## config.mk

```make
export PLATFORM = sky130hd
export DESIGN_NAME = instr_issue
export DESIGN_NICKNAME = d
export VERILOG_FILES = /design/src/rtl/instr_issue.sv
export SDC_FILE = /design/constraint.sdc
export NUM_CORES = 1
export LEC_CHECK = 0
export ABC_AREA = 1
export BUFFER_PORTS_ARGS = -buffer_cell sky130_fd_sc_hd__buf_2
export CAP_MARGIN = 10
export CORE_ASPECT_RATIO = 1.75
export CORE_MARGIN = 1.5
export CORE_UTILIZATION = 44
export CTS_CLUSTER_SIZE = 12
export DETAILED_ROUTE_END_ITERATION = 10
export GPL_TIMING_DRIVEN = 0
export PLACE_DENSITY = 0.75
export SYNTH_ARGS = -nofsm -noshare
export SYNTH_HDL_FRONTEND = slang
export SYNTH_SLANG_ARGS = --single-unit
```

## constraint.sdc

```tcl
create_clock -name clk -period 2.3 [get_ports clk]
set_input_delay 0.115 -clock clk [delete_from_list [all_inputs] [get_ports clk]]
set_output_delay 0.115 -clock clk [all_outputs]
set_load 0.01 [all_outputs]
```

## src/rtl/instr_issue.sv

```systemverilog
// rtl/instr_issue.sv - instruction FIFO, IR latch/decode and start/waiting launch handshake
// Optional ILLEGAL_TRAP_EN: drop unsupported {opcode,ALU_op} words at the FIFO head and pulse illegal.
module instr_issue #(
   parameter int DEPTH = 4,
   parameter int CNT_W = 8
) (
   input  logic             clk,
   input  logic             rst,
   input  logic             in_valid,
   input  logic [15:0]      in_instr,
   output logic             in_ready,
   input  logic             waiting,
   output logic             start,
   output logic [2:0]       opcode,
   output logic [1:0]       ALU_op,
   output logic [2:0]       rn,
   output logic [2:0]       rd,
   output logic [1:0]       shift_op,
   output logic [2:0]       rm,
   output logic [15:0]      sximm8,
   output logic [15:0]      sximm5,
   output logic [CNT_W-1:0] issued,
   output logic             illegal
);
   localparam int AW = $clog2(DEPTH);

   typedef enum logic [1:0] {IDLE, ISSUE, ACK, BUSY} state_t;

   state_t           state, state_n;
   logic [15:0]      mem [DEPTH];
   logic [AW:0]      wr_ptr, rd_ptr;
   logic [15:0]      head;
   logic [15:0]      ir;
   logic             empty, full, push, pop, load, drop;
   logic             first_launch;

   // Extra pointer bit distinguishes full from empty when the index bits match.
   assign empty    = (wr_ptr == rd_ptr);
   assign full     = (wr_ptr[AW] != rd_ptr[AW]) && (wr_ptr[AW-1:0] == rd_ptr[AW-1:0]);
   assign head     = mem[rd_ptr[AW-1:0]];
   assign in_ready = !full && !rst;
   assign push     = in_valid && in_ready;

`ifdef ILLEGAL_TRAP_EN
   logic head_legal;
   assign head_legal = (head[15:11] == 5'b11010) || (head[15:11] == 5'b11000) ||
                       (head[15:13] == 3'b101);
`endif

   always_ff @(posedge clk) begin
      if (push)
         mem[wr_ptr[AW-1:0]] <= in_instr;
   end

   always_ff @(posedge clk) begin
      if (rst) begin
         wr_ptr <= '0;
         rd_ptr <= '0;
      end else begin
         if (push)
            wr_ptr <= wr_ptr + 1'b1;
         if (pop)
            rd_ptr <= rd_ptr + 1'b1;
      end
   end

   always_comb begin
      state_n = state;
      pop     = 1'b0;
      load    = 1'b0;
      drop    = 1'b0;
      case (state)
         IDLE: begin
            if (!empty) begin
`ifdef ILLEGAL_TRAP_EN
               if (!head_legal) begin
                  pop  = 1'b1;
                  drop = 1'b1;
               end else if (waiting) begin
                  pop     = 1'b1;
                  load    = 1'b1;
                  state_n = ISSUE;
               end
`else
               if (waiting) begin
                  pop     = 1'b1;
                  load    = 1'b1;
                  state_n = ISSUE;
               end
`endif
            end
         end
         ISSUE:   state_n = ACK;
         ACK:     state_n = waiting ? ISSUE : BUSY;
         BUSY:    if (waiting) state_n = IDLE;
         default: state_n = IDLE;
      endcase
   end

   assign start   = (state == ISSUE) && !rst;
   assign illegal = drop && !rst;

   // first_launch keeps re-issues from ACK out of the issued count.
   always_ff @(posedge clk) begin
      if (rst) begin
         state        <= IDLE;
         ir           <= '0;
         issued       <= '0;
         first_launch <= 1'b0;
      end else begin
         state <= state_n;
         if (load) begin
            ir           <= head;
            first_launch <= 1'b1;
         end
         if (state == ISSUE) begin
            first_launch <= 1'b0;
            if (first_launch)
               issued <= issued + 1'b1;
         end
      end
   end

   assign opcode   = ir[15:13];
   assign ALU_op   = ir[12:11];
   assign rn       = ir[10:8];
   assign rd       = ir[7:5];
   assign shift_op = ir[4:3];
   assign rm       = ir[2:0];
   assign sximm8   = {{8{ir[7]}}, ir[7:0]};
   assign sximm5   = {{11{ir[4]}}, ir[4:0]};
endmodule

```

======== Word level (Yosys, flattened, before mapping) ========
Memory sizes are Yosys's and may differ from the RTL's. A register that Yosys moved wholly into a read port is not among the register bits.
Index checks and enable logic that the tools add are counted.
storage, ports and cells
  bits in registers ....................... 17
  input bits .............................. 20
  memories kept ........................... 1
  memory bits (writable) .................. 64
memory list
  memory  depth  bits a word  rd ports  clocked after Yosys merged registers in  write ports  RTL line  text
  mem     4      16           1         1                                        1            30        logic [15:0] mem [DEPTH];
cells by class
  $add $sub $neg .......................... 3
  equality and inequality tests ........... 9
  reduce and logical (&&, ||, !) cells .... 10
  multiplexer cells ....................... 10
operator list
  operator             number
  $add 8x1->8 const B  1
  $mux 2               4
  $pmux 2 s4           1
  $add 3x1->3 const B  2
  $ne 2x2->1 const B   3
  $mux 1               5
  $eq 2x2->1 const B   2
  $logic_and 1x1->1    4
  $eq 3x3->1           1
  $reduce_and 3->1     1
  $eq 2x1->1 const B   1
  $eq 2x2->1           1
  $logic_not 1->1      2
  $logic_not 2->1      1
  $reduce_and 2->1     1
  $reduce_or 2->1      1
  $ne 1x1->1           1

======== Logic depth before layout (Yosys ltp) ========
  word-level depth ........................ 7
  depth in mapped cells ................... 9

======== Least setup slack after synthesis ========
OpenSTA, ideal clock, no wires.
  path kind ............................... reg-to-reg
  start ................................... register rd_ptr[1]
  end ..................................... memory mem[0][0] (enable)
  path buffers ............................ 0
  library setup time ...................... 0.389 ns
  clock period less this slack ............ 2.030 ns
  path slack .............................. 0.270 ns
  stages on the path, launching flop included .. 7
  arrival ................................. 1.642 ns
  cells stage by stage .................... dfxtp_1 -> inv_2 -> nand2_2 -> nand2_2 -> nand3_1 -> nand3_2 -> nor2_1
on the way
  cells in the longest elaborated chain, start to end .. 7
ends and longest elaborated chain
  element                       RTL line  text
  start: declaration            31        logic [AW:0] wr_ptr, rd_ptr;
  start signal: assignment      63        rd_ptr <= rd_ptr + 1'b1;
  $eq 2x2->1                    39        assign full = (wr_ptr[AW] != rd_ptr[AW]) && (wr_ptr[AW-1:0] == rd_ptr[AW-1:0]);
  $logic_and 1x1->1             39
  $logic_not 1->1               41        assign in_ready = !full && !rst;
  $logic_and 1x1->1             41
  $logic_and 1x1->1             42        assign push = in_valid && in_ready;
  $mux 1                        51        if (push)
  $mux 1 (not written as such)  52        mem[wr_ptr[AW-1:0]] <= in_instr;
  end: declaration              30
No other way between the ends.

======== Final worst setup path ========
  start ................................... register rd_ptr[1]
  end ..................................... memory mem[2][14] (enable)
The elaborated chain is that of the path after synthesis.

==> results.md <==
* Largest net degree at the start of global routing at 17
* Vias in the first global route at 3111
* Area leader, netlist: edfxtp_1
* Fin area at ~0.0053 mm^2
* Status: finished with violations
* Die height at 133 um
* Grt ovf at 0
* Fin Setup TNS at -2.76 ns
* Clock Tree Root: clkbuf_16
* Initial Utilization at between 40% and 50%
* Final setup vio count at 32
* Die X at 77.0 um
* Post-synth top area share at 45.6%
* Mapped cell area at between 0.004 and 0.005 mm^2
* Core Rows at 47
* Core Area at 0.00941 mm^2
* Initial antenna violation count at 0
* Synth-to-layout area growth at 24.8%
* Worst Tran Pin Value at between 0.9 and 1 ns
* Number of distinct library cells after synthesis at 28
* Top cells by area, synth: edfxtp_1, dfxtp_1, nor2_1
* First-pass GRT wire length at 14.1 mm
* Final WS setup at -0.102 ns
* Max Fclk at 416 MHz
* DR pass1 iterations at 4
* DRC at 0
* Via Count at approximately 3.2k
* Detail Placement HPWL at 6.09 mm
* Max-cap viol count at 0
* # diodes at 0
* CTS Buffer Depth at 2
* Final GP Congestion at 0.807
* Synth Flop Type: edfxtp_1
* Final hold viol count at 0
* Hold crit path type: input pin to register
* Final period utilization at 104%
* TritonCTS clock tree: done
* Post-synthesis sequential area ratio at 61.2%
* Post-Place Cells at 629
* Post-synth ARST share at 0%
* IO Pins at 79
* Gr usage total at roughly 18%
* Syn nets at 454
* Syn Inst Count at 428
* Clock Latency Late Sink at 0.34 ns
* Fin cells at 662
* Peak supply drop at 0.625 mV
* Slew margin rel. at 37.6%
* DIE AREA at 0.0102 mm^2
* Failing checks: setup timing
* CP required at around 2.3 ns
* Ys Warns at 0
* # port buffers at 77
* CP Launch Type: register
* Post-synth EDFFs at 64
* Fin nets at 561
* Fillers at roughly 820
* Crit. End Element: register
* Synthesized area per cell at 9.86 um^2
* DR WL/cell at 13.5 um
* Max-slew violation count at 0
* Clock sink count at 97
* Skew final at between 0.009 and 0.01 ns
* H-tree levels at 3
* Clock transition at path regs at 0.06 ns
* Crit path time final at 2.40 ns
* DP Area at 0.00480 mm^2
* RSZ-0062 raised after global routing: true
* Multi-input combinational cell area at between 0.001 and 0.0015 mm^2
* Num CTS Buffers at 9
* Via density at around 5
* WL final at 8.93 mm
* Crit path max fanout at 16
* Flops & latches, synth at 97
* Fraction of layout cells with a size suffix above 1 at 26.9%
* Power per Cell Area at 1000 mW/mm^2
* Critical path arrival at 2.36 ns
* DRT antenna net count at 0
* Storage element area at around 0.0026 mm^2
* Iter 0 DRT Violations at 199
* # resized after CTS at 0
* Kind of critical path: register to register
* Leakage at between 2 and 2.5 nW
per-stage QoR:
step	hold slack, ns	worst slack [ns]	util, %	total power (W)
after CTS	0.0690	-0.123	56.0	0.00531
after global routing	0.0829	-0.273	56.0	0.00555
after detailed placement	0.329	-0.103	51.0	0.00383
after global placement	0.315	-0.496	50.6	0.00376
final	0.0896	-0.102	56.0	0.00527
after floorplan	0.193	0.270	-	0.00328
cell usage in the layout, fill, tap and decap left out, types with 2 or more instances in the layout:
| cell type | count |
|---|---|
| edfxtp_1 | 64 |
| nor2_1 | 76 |
| nand4_1 | 5 |
| o22ai_1 | 16 |
| o21ai_0 | 34 |
| inv_1 | 38 |
| nand3_1 | 6 |
| nand2_1 | 72 |
| nand3_4 | 2 |
| buf_4 | 34 |
| clkbuf_16 | 10 |
| dlygate4sd3_1 | 17 |
| ha_1 | 6 |
| dfxtp_1 | 33 |
| nor2_2 | 4 |
| clkbuf_1 | 8 |
| a21oi_1 | 9 |
| nor3_1 | 2 |
| xor2_1 | 3 |
| buf_8 | 2 |
| nand2_2 | 2 |
| buf_2 | 80 |
| clkinv_2 | 2 |
| buf_6 | 2 |
path summary, 6_finish.rpt:
path / start / to / slack, ns / depth (start not counted)
hold reg to reg: first_launch / first_launch / 0.46 / 2
hold / removal: waiting / state[1] / 0.09 / 2
setup / recovery: rd_ptr[1] / mem[2][14] / -0.10 / 6
setup reg to reg: rd_ptr[1] / mem[2][14] / -0.10 / 6
critical path: stages (launching register included):
cell and delay, ns:
dfxtp_1 0.54, inv_2 0.18, nand2_2 0.09, nand2_2 0.07, nand3_1 0.17, nand3_2 0.20, nor2_2 0.76
layer usage:
layer  vias to the layer above  GRT usage, %  part of all wire, %
met5                         -             0                    0
met2                       110          32.5                   55
met3                        19          4.83                  5.9
met1                      1503          18.1                   36
li1                       1588             -                    -
met4                         0          10.6                  2.4
synth_stat cells, types with 2 or more instances:
library cell / count
nand2_2: 2
a21oi_1: 9
nand3_1: 6
buf_6: 2
xor2_1: 3
ha_1: 6
o21ai_0: 34
o22ai_1: 16
nor3_1: 2
dfxtp_1: 33
inv_1: 38
nand2_1: 72
buf_4: 34
edfxtp_1: 64
clkbuf_1: 8
buf_2: 3
nand4_1: 5
nor2_1: 80
nand3_4: 2
report_power, final:
group          switching (W)  internal, W
clock network       0.000619     0.000830
logic               0.000943     0.000730
registers           0.000135      0.00202
registers in the layout (all words and copies together), names as in the netlist:
signal        flops
first_launch      1
ir               16
issued            8
mem              64
rd_ptr            3
state             2
wr_ptr            3
logic make-up (layout without fill, tap and decap cells):
kind of cell,Yosys count,in the layout,synth area share (%)
flops,97,97,61.2
compound gates,61,61,7.83
buf+inv,88,200,11.3
fa+ha+maj,6,6,1.78
xor+xnor,5,5,1.22
other cells,1,1,0.0889
simple gates,170,170,16.6
repair_timing:
item,4_1_cts,5_1_grt
buffers inserted,0,0
setup endpoints to repair,32,32
endpoints found under the hold margin,65,0
hold buffers,17,0
cell type report:
class	count	area share, %
Clock buffer	11	5.01
Buffer	48	6.20
Clock inverter	5	0.642
Tap cell	122	2.90
Inverter	40	2.85
Sequential cell	97	49.0
Timing Repair Buffer	96	11.1
Multi-Input combinational cell	243	22.2
No activity file was read; power rests on OpenSTA's default activity.
